<file path="src/rtl/booth_sweep_controller_if.sv">
// Sweep handshake and result bus for booth_sweep_controller.
// master drives the sweep request; slave (the controller) returns status and results.
interface booth_sweep_controller_if #(
    parameter int N = 4
);
    logic           start;
    logic           busy;
    logic           done;
    logic [3*N:0]   err_count;
    logic           fail_valid;
    logic [N-1:0]   fail_in1;
    logic [N-1:0]   fail_in2;
    logic [N-1:0]   fail_in3;
    logic [2*N:0]   op1;
    logic [2*N:0]   op2;

    modport master (
        output start,
        input  busy, done, err_count, fail_valid,
        input  fail_in1, fail_in2, fail_in3, op1, op2
    );

    modport slave (
        input  start,
        output busy, done, err_count, fail_valid,
        output fail_in1, fail_in2, fail_in3, op1, op2
    );
endinterface

</file>
<file path="src/rtl/booth_sweep_controller.sv">
// Exhaustive clocked checker of (a+b)*c == a*c + b*c over all signed N-bit triples.
// One iterative radix-2 Booth multiplier is shared by the three products of a triple.
// Optional macro BOOTH_FAULT_INJECT_EN adds input fault_inj, which inverts bit 0
// of op1 in a CMP cycle so the error path can be exercised.
module booth_sweep_controller #(
    parameter int N = 4
) (
    input  logic                      clk,
    input  logic                      rst,
`ifdef BOOTH_FAULT_INJECT_EN
    input  logic                      fault_inj,
`endif
    booth_sweep_controller_if.slave   bus
);
    localparam int PW = 2 * N + 1;
    localparam int SW = $clog2(N + 1);
    localparam logic [N-1:0]  MIN_V  = {1'b1, {(N-1){1'b0}}};
    localparam logic [N-1:0]  MAX_V  = {1'b0, {(N-1){1'b1}}};
    localparam logic [N-1:0]  ONE_N  = {{(N-1){1'b0}}, 1'b1};
    localparam logic [SW-1:0] ONE_S  = {{(SW-1){1'b0}}, 1'b1};
    localparam logic [SW-1:0] LAST_S = SW'(N - 1);
    localparam logic [3*N:0]  ONE_E  = {{(3*N){1'b0}}, 1'b1};

    typedef enum logic [1:0] {IDLE, LOAD, MUL, CMP} state_t;

    state_t          state_q, state_d;
    logic [N-1:0]    in1_q, in2_q, in3_q;
    logic [1:0]      sel_q;
    logic [SW-1:0]   step_q;
    logic [N:0]      m_q;
    logic [N+1:0]    a_q;
    logic [N-1:0]    q_q;
    logic            q1_q;
    logic [PW-1:0]   p0_q, p1_q, p2_q;
    logic [3*N:0]    err_q;
    logic            fv_q;
    logic [N-1:0]    f1_q, f2_q, f3_q;
    logic [PW-1:0]   op1_q, op2_q;
    logic            busy_q, done_q;

    logic            last_step, last_triple;
    logic [N+1:0]    m_ext, a_sum, a_sh;
    logic [N-1:0]    q_sh;
    logic [PW-1:0]   prod, op1_c, op2_c;
    logic            mismatch;

    assign last_step   = (step_q == LAST_S);
    assign last_triple = (in1_q == MAX_V) && (in2_q == MAX_V) && (in3_q == MAX_V);

    // State register.
    always_ff @(posedge clk) begin
        if (rst) state_q <= IDLE;
        else     state_q <= state_d;
    end

    // Next-state sequencing: three LOAD/MUL passes then one CMP per triple.
    always_comb begin
        state_d = state_q;
        case (state_q)
            IDLE:    if (bus.start) state_d = LOAD;
            LOAD:    state_d = MUL;
            MUL:     if (last_step) state_d = (sel_q == 2'd2) ? CMP : LOAD;
            CMP:     state_d = last_triple ? IDLE : LOAD;
            default: state_d = IDLE;
        endcase
    end

    // One Booth step: add/subtract M per (Q0,Q_1), then arithmetic shift of {A,Q,Q_1}.
    always_comb begin
        m_ext = {m_q[N], m_q};
        case ({q_q[0], q1_q})
            2'b10:   a_sum = a_q - m_ext;
            2'b01:   a_sum = a_q + m_ext;
            default: a_sum = a_q;
        endcase
        a_sh = {a_sum[N+1], a_sum[N+1:1]};
        q_sh = {a_sum[0], q_q[N-1:1]};
        prod = {a_sh[N:0], q_sh};
    end

    // Compare operands; the fault hook acts before both the compare and the op1 register.
    always_comb begin
`ifdef BOOTH_FAULT_INJECT_EN
        op1_c = p0_q ^ {{(PW-1){1'b0}}, fault_inj};
`else
        op1_c = p0_q;
`endif
        op2_c    = p1_q + p2_q;
        mismatch = (op1_c != op2_c);
    end

    // Datapath, triple counters and result registers.
    always_ff @(posedge clk) begin
        if (rst) begin
            in1_q <= '0;  in2_q <= '0;  in3_q <= '0;
            sel_q <= '0;  step_q <= '0; m_q <= '0;
            a_q <= '0;    q_q <= '0;    q1_q <= 1'b0;
            p0_q <= '0;   p1_q <= '0;   p2_q <= '0;
            err_q <= '0;  fv_q <= 1'b0;
            f1_q <= '0;   f2_q <= '0;   f3_q <= '0;
            op1_q <= '0;  op2_q <= '0;
            busy_q <= 1'b0; done_q <= 1'b0;
        end else begin
            done_q <= 1'b0;
            case (state_q)
                IDLE: begin
                    if (bus.start) begin
                        busy_q <= 1'b1;
                        sel_q  <= '0;
                        in1_q  <= MIN_V;
                        in2_q  <= MIN_V;
                        in3_q  <= MIN_V;
                        err_q  <= '0;
                        fv_q   <= 1'b0;
                    end
                end
                LOAD: begin
                    case (sel_q)
                        2'd0:    m_q <= {in1_q[N-1], in1_q} + {in2_q[N-1], in2_q};
                        2'd1:    m_q <= {in1_q[N-1], in1_q};
                        default: m_q <= {in2_q[N-1], in2_q};
                    endcase
                    a_q    <= '0;
                    q_q    <= in3_q;
                    q1_q   <= 1'b0;
                    step_q <= '0;
                end
                MUL: begin
                    a_q    <= a_sh;
                    q_q    <= q_sh;
                    q1_q   <= q_q[0];
                    step_q <= step_q + ONE_S;
                    if (last_step) begin
                        case (sel_q)
                            2'd0:    p0_q <= prod;
                            2'd1:    p1_q <= prod;
                            default: p2_q <= prod;
                        endcase
                        if (sel_q != 2'd2) sel_q <= sel_q + 2'd1;
                    end
                end
                CMP: begin
                    op1_q <= op1_c;
                    op2_q <= op2_c;
                    if (mismatch) begin
                        if (err_q != '1) err_q <= err_q + ONE_E;
                        if (!fv_q) begin
                            fv_q <= 1'b1;
                            f1_q <= in1_q;
                            f2_q <= in2_q;
                            f3_q <= in3_q;
                        end
                    end
                    if (last_triple) begin
                        busy_q <= 1'b0;
                        done_q <= 1'b1;
                    end else begin
                        // in3 wraps MAX->MIN by plain increment; carries ripple outward.
                        sel_q <= '0;
                        in3_q <= in3_q + ONE_N;
                        if (in3_q == MAX_V) begin
                            in2_q <= in2_q + ONE_N;
                            if (in2_q == MAX_V) in1_q <= in1_q + ONE_N;
                        end
                    end
                end
                default: ;
            endcase
        end
    end

    assign bus.busy       = busy_q;
    assign bus.done       = done_q;
    assign bus.err_count  = err_q;
    assign bus.fail_valid = fv_q;
    assign bus.fail_in1   = f1_q;
    assign bus.fail_in2   = f2_q;
    assign bus.fail_in3   = f3_q;
    assign bus.op1        = op1_q;
    assign bus.op2        = op2_q;
endmodule
</file>
<file path="src/flat_wrapper.sv">
// flat-port wrapper written by rule: the top's interface ports become plain ports
module booth_sweep_controller_flat 
#(
    parameter int N = 4
)
  (clk, rst, bus_start, bus_busy, bus_done, bus_err_count, bus_fail_valid, bus_fail_in1, bus_fail_in2, bus_fail_in3, bus_op1, bus_op2);
  booth_sweep_controller_if #(.N(N)) bus_i ();
  input  logic clk;
  input  logic rst;
  input wire logic [$bits(bus_i.start)-1:0] bus_start;
  output wire logic [$bits(bus_i.busy)-1:0] bus_busy;
  output wire logic [$bits(bus_i.done)-1:0] bus_done;
  output wire logic [$bits(bus_i.err_count)-1:0] bus_err_count;
  output wire logic [$bits(bus_i.fail_valid)-1:0] bus_fail_valid;
  output wire logic [$bits(bus_i.fail_in1)-1:0] bus_fail_in1;
  output wire logic [$bits(bus_i.fail_in2)-1:0] bus_fail_in2;
  output wire logic [$bits(bus_i.fail_in3)-1:0] bus_fail_in3;
  output wire logic [$bits(bus_i.op1)-1:0] bus_op1;
  output wire logic [$bits(bus_i.op2)-1:0] bus_op2;
  assign bus_i.start = bus_start;
  assign bus_busy = bus_i.busy;
  assign bus_done = bus_i.done;
  assign bus_err_count = bus_i.err_count;
  assign bus_fail_valid = bus_i.fail_valid;
  assign bus_fail_in1 = bus_i.fail_in1;
  assign bus_fail_in2 = bus_i.fail_in2;
  assign bus_fail_in3 = bus_i.fail_in3;
  assign bus_op1 = bus_i.op1;
  assign bus_op2 = bus_i.op2;
  booth_sweep_controller #(.N(N)) u_core (.clk(clk), .rst(rst), .bus(bus_i));
endmodule
</file>
<file path="config.mk">
export PLATFORM = sky130hd
export DESIGN_NAME = booth_sweep_controller_flat
export DESIGN_NICKNAME = d
export VERILOG_FILES = /design/src/rtl/booth_sweep_controller_if.sv /design/src/rtl/booth_sweep_controller.sv /design/src/flat_wrapper.sv
export SDC_FILE = /design/constraint.sdc
export NUM_CORES = 1
export LEC_CHECK = 0
export ABC_AREA = 1
export CAP_MARGIN = 30
export CORE_ASPECT_RATIO = 0.6
export CORE_MARGIN = 2
export CORE_UTILIZATION = 50
export DETAILED_ROUTE_END_ITERATION = 10
export GPL_ROUTABILITY_DRIVEN = 0
export PLACE_DENSITY = 0.8
export SYNTH_ARGS = -nofsm -noshare
export SYNTH_HDL_FRONTEND = slang
export SYNTH_SLANG_ARGS = --single-unit
</file>
<file path="constraint.sdc">
create_clock -name clk -period 6 [get_ports clk]
set_input_delay 1.2 -clock clk [delete_from_list [all_inputs] [get_ports clk]]
set_output_delay 1.2 -clock clk [all_outputs]
set_load 0.005 [all_outputs]
</file>
# == After elaboration in Yosys (flattened, before gate mapping) ==
# Cells that the tools add are included.
# word_totals
register_bits,108
inputBits,3
out_inout_bits,46
wordCells,116
# classes
bitwise,3
addsub,10
mux,37
n_reduce_logical,21
eq_ne,23
# ops
cell,count
13-bit 2-to-1 mux,3
4-bit case mux with 2 select lines,4
4-bit 2-to-1 mux,7
13-bit case mux with 2 select lines,1
6-bit case mux with 2 select lines,2
3-bit AND reduction,7
2-bit 2-to-1 mux,7
"2-bit by 1-bit inequality test with 1-bit output, second input constant",7
"13-bit by 1-bit adder with 13-bit output, second input constant",1
"13-bit inequality test, second input constant",1
"4-bit by 1-bit adder with 4-bit output, second input constant",3
"4-bit by 3-bit == test with 1-bit output, second input constant",3
5-bit case mux with 2 select lines,1
5-bit AND reduction,2
9-bit adder,1
9-bit inequality test,1
"2-bit == test, second input constant",4
2-bit case mux with 4 select lines,1
4-bit AND reduction,2
6-bit adder,1
"2-bit by 1-bit == test with 1-bit output, second input constant",3
1-bit 2-to-1 mux,6
"2-bit inequality test, second input constant",3
1-bit case mux with 2 select lines,3
other kinds (14),20

# == Depth between registers and ports, before layout ==
# logic_depth
word_depth,5
depth_mapped,18

# == Worst setup path after synthesis ==
# No wires, ideal clock.
# synth_timing
kind,input -> register
startpoint,in bus_start
endpoint,reg u_core.in2_q[3]
slack_ps,3779
n_path_buf,0
path_stages,8
arrival_ps,2089
path_cell_list,nor2_1 -> a21oi_4 -> nand2_4 -> nor2_2 -> nor2_2 -> nor2_1 -> xnor2_1 -> a21oi_1
# synth_via
elab_chain_cells,2
# synth_lines
element,line,text
from (decl),flat_wrapper.sv:10,input wire logic [$bits(bus_i.start)-1:0] bus_start;
2-bit inequality test (no source line),-,
4-bit AND reduction (no source line),-,
to (signal assigned),booth_sweep_controller.sv:162,in2_q <= in2_q + ONE_N;
to (decl),booth_sweep_controller.sv:27,"logic [N-1:0] in1_q, in2_q, in3_q;"
# No other way between the ends.
# A chain may end at the register's enable or synchronous reset.

==> flow_metrics.env <==
export IMPL_outcome="complete, no violations"
export IMPL_drive_gt1_share_pct=10.6
export IMPL_syn_instance_count=809
export IMPL_synth_xor_area_share_pct=1.19
export IMPL_post_route_util_pct=59.4
export IMPL_setup_violations=0
export IMPL_topRoutingLayerUsed="met4"
export IMPL_crit_chain="clkdlybuf4s50_1 > buf_4 > inv_1 > buf_4 > o21ai_0 > o21bai_1 > inv_1"
export IMPL_fmax_mhz=342
export IMPL_chipHeight_um=88.1
export IMPL_route_met2_wl_mm=5.13
export IMPL_clk_path_buf_depth=2
export IMPL_postCtsSetupRepairBufs=0
export IMPL_critPathArrivalTime_ns=3.18
export IMPL_synth_edf_count=0
export IMPL_timing_hold_ws_ns=0.472
export IMPL_crit_family="buffers and inverters"
export IMPL_post_cts_resized=0
export IMPL_die_width_um=144
export IMPL_clkSlewWorstSetupHoldPaths_ns=0.07
export IMPL_multiInputGateArea_mm2=0.00316
export IMPL_rsz0062_at_grt="no"
export IMPL_grt_overflow=0
export IMPL_critPathRequiredTime_ns=6.25
export IMPL_relSlewSlack_pct=48.8
export IMPL_synth_top_family_by_area="simple AND/OR/NAND/NOR gates"
export IMPL_synth_cell_type_count=48
export IMPL_synth_fa_ha_area_share_pct=8.02
export IMPL_cp_start_kind="input port"
export IMPL_post_synth_top_count_cell="nand2_1"
export IMPL_first_pass_iters=6
export IMPL_ys_flop_type="dfxtp_1"
export IMPL_grt_pass1_vias=4530
export IMPL_placed_cell_area_mm2=0.00645
export IMPL_area_delta_synth_final_pct=14.9
export IMPL_drt_iter0_markers=375
export IMPL_h_tree_depth=3
export IMPL_slew_viol_final=0
export IMPL_antenna_left=0
export IMPL_tightest_slew_ns=0.760
export IMPL_row_count=30
export IMPL_start_util_pct=51.7
export IMPL_layout_nets=881
export IMPL_insertion_delay_ns=0.35
export IMPL_critPathMaxFanout=46
export IMPL_power_leakage_nw=2.96
export IMPL_syn_area_mm2=0.00590
export IMPL_grt_pass1_wl_mm=22.4
export IMPL_preCtsSetupSlack_ns=2.74
export IMPL_viasPerCell=5.16
export IMPL_syn_avg_cell_area_um2=7.29
export IMPL_core_mm2=0.0114
export IMPL_fin_ws_ns=3.08
export IMPL_drc=0
export IMPL_synth_area_leaders="dfxtp_1 36%, nand2_1 8.6%, ha_1 7.0%"
export IMPL_crit_type="in2reg"
export IMPL_finalInstanceArea_mm2=0.00678
export IMPL_synth_area_mux_share_pct=0
export IMPL_wl_per_cell_um=13.2
export IMPL_vias=5197
export IMPL_ys_seq_elements=107
export IMPL_cpMaxStageDelayCell="clkdlybuf4s50_1"
export IMPL_synth_common_cells="135 x nand2_1, 107 x dfxtp_1, 104 x inv_1"
export IMPL_yosys_area_share_simple_pct=27.6
export IMPL_clockRootBuffer="clkbuf_16"
export IMPL_yosysTopAreaCell="dfxtp_1"
export IMPL_die_area_mm2=0.0127
export IMPL_wirelength_mm=13.3
export IMPL_hpwlAfterDp_mm=9.60
export IMPL_synth_top_area_share_pct=36.3
export IMPL_grt_max_degree=51
export IMPL_pin_count=49
export IMPL_async_reset_ff_share_pct=0
export IMPL_port_buffers=48
export IMPL_antenna_found_initial=0
export IMPL_cts_buffers=9
export IMPL_hp_class="reg2reg"
export IMPL_cts_tree="built"
export IMPL_ir_drop_mv=0.167
export IMPL_power_total_mw=2.60
export IMPL_regArea_mm2=0.00214
export IMPL_post_place_cells=991
export IMPL_period_minus_slack_ns=2.92
export IMPL_fin_crit_sh_pct=48.7
export IMPL_synth_compound_area_share_pct=16.7
export IMPL_holdBufCountCts=0
export IMPL_power_density_mw_per_mm2=384
export IMPL_finalHoldViolations=0
export IMPL_fillCellCount=1063
export IMPL_grt_util_all_layers_pct=22.1
export IMPL_clkSinkCount=107
export IMPL_instances_no_fill=1007
export IMPL_crit_buf_inv=5
export IMPL_ys_seq_area_share_pct=36.3
export IMPL_clock_skew_ns=0.00567
export IMPL_n_antenna_cell=0
export IMPL_critical_path_max_stage_delay_ns=0.46
export IMPL_wl_met1_mm=7.22
export IMPL_maxCapViolCount=0
export IMPL_final_setup_tns_ns=0
export IMPL_synth_warnings=0
export IMPL_postSynthNetCount=848
export IMPL_crit_path_end_kind="flop"
export IMPL_dr_wl_met3_um=851
-- cell type report --
| type | instances | share of cell area, % |
|---|---|---|
| repair buffers | 51 | 7.42 |
| well taps | 160 | 2.95 |
| clock inverters | 5 | 1.25 |
| inverters | 120 | 6.64 |
| multi-input cells | 553 | 46.6 |
| clock buffers | 11 | 3.58 |
| flip-flops and latches | 107 | 31.6 |
-- layer usage --
| layer | GRT usage (%) | up-vias |
|---|---|---|
| li1 | - | 2717 |
| met1 | 34.9 | 2308 |
| met2 | 29.9 | 163 |
| met3 | 5.41 | 9 |
| met4 | 4.32 | 0 |
| met5 | 0 | - |
-- layout by cell type, fill, tap and decap left out, types with 10 or more instances in the layout --
cell type	netlist	layout
nand2_1	135	135
dfxtp_1	107	107
inv_1	104	104
nor2_1	72	72
a21oi_1	55	55
o21ai_0	54	54
clkdlybuf4s50_1	0	48
nand3_1	47	47
ha_1	33	32
nor2_2	26	26
nand2_2	19	19
nand4_1	18	18
o211ai_1	12	12
clkinv_1	10	10
o21ai_1	10	10
-- registers in the layout, indices dropped and copies added, names as in the netlist, 5 cells and up --
| register | cells |
|---|---|
| u_core.a_q | 5 |
| u_core.bus.err_count | 13 |
| u_core.bus.op1 | 9 |
| u_core.bus.op2 | 9 |
| u_core.m_q | 5 |
| u_core.op1_c | 9 |
| u_core.p1_q | 9 |
| u_core.p2_q | 9 |
-- cells by family after synthesis --
kind of cell	Yosys count
buffers and inverters	149
AO/OA/AOI/OAI	168
adder cells (fa/ha/maj)	36
XOR/XNOR	8
flip-flops	107
AND/OR/NAND/NOR	341
-- worst paths after layout --
path	startpoint	to	slack [ns]	cells past startpoint
worst min-delay path	u_core.bus.fail_valid	u_core.bus.fail_valid	0.47	2
worst max register to register	u_core.state_q[0]	u_core.in2_q[3]	3.17	10
worst max-delay path	rst	u_core.p1_q[8]	3.08	7
worst min register to register	u_core.bus.fail_valid	u_core.bus.fail_valid	0.47	2
-- worst min-delay path, cell delays in order (launching register included) --
cell and delay, ns:
dfxtp_1 0.33, inv_1 0.05, a21oi_1 0.05
-- power by group --
group	internal, mW	switching [mW]	leakage [nW]	total (mW)
Combinational	0.397	0.604	1.93	1.00
Clock	0.381	0.274	0.162	0.655
Sequential	0.827	0.118	0.869	0.945
Note: power is estimated with default switching activity, not from simulation.
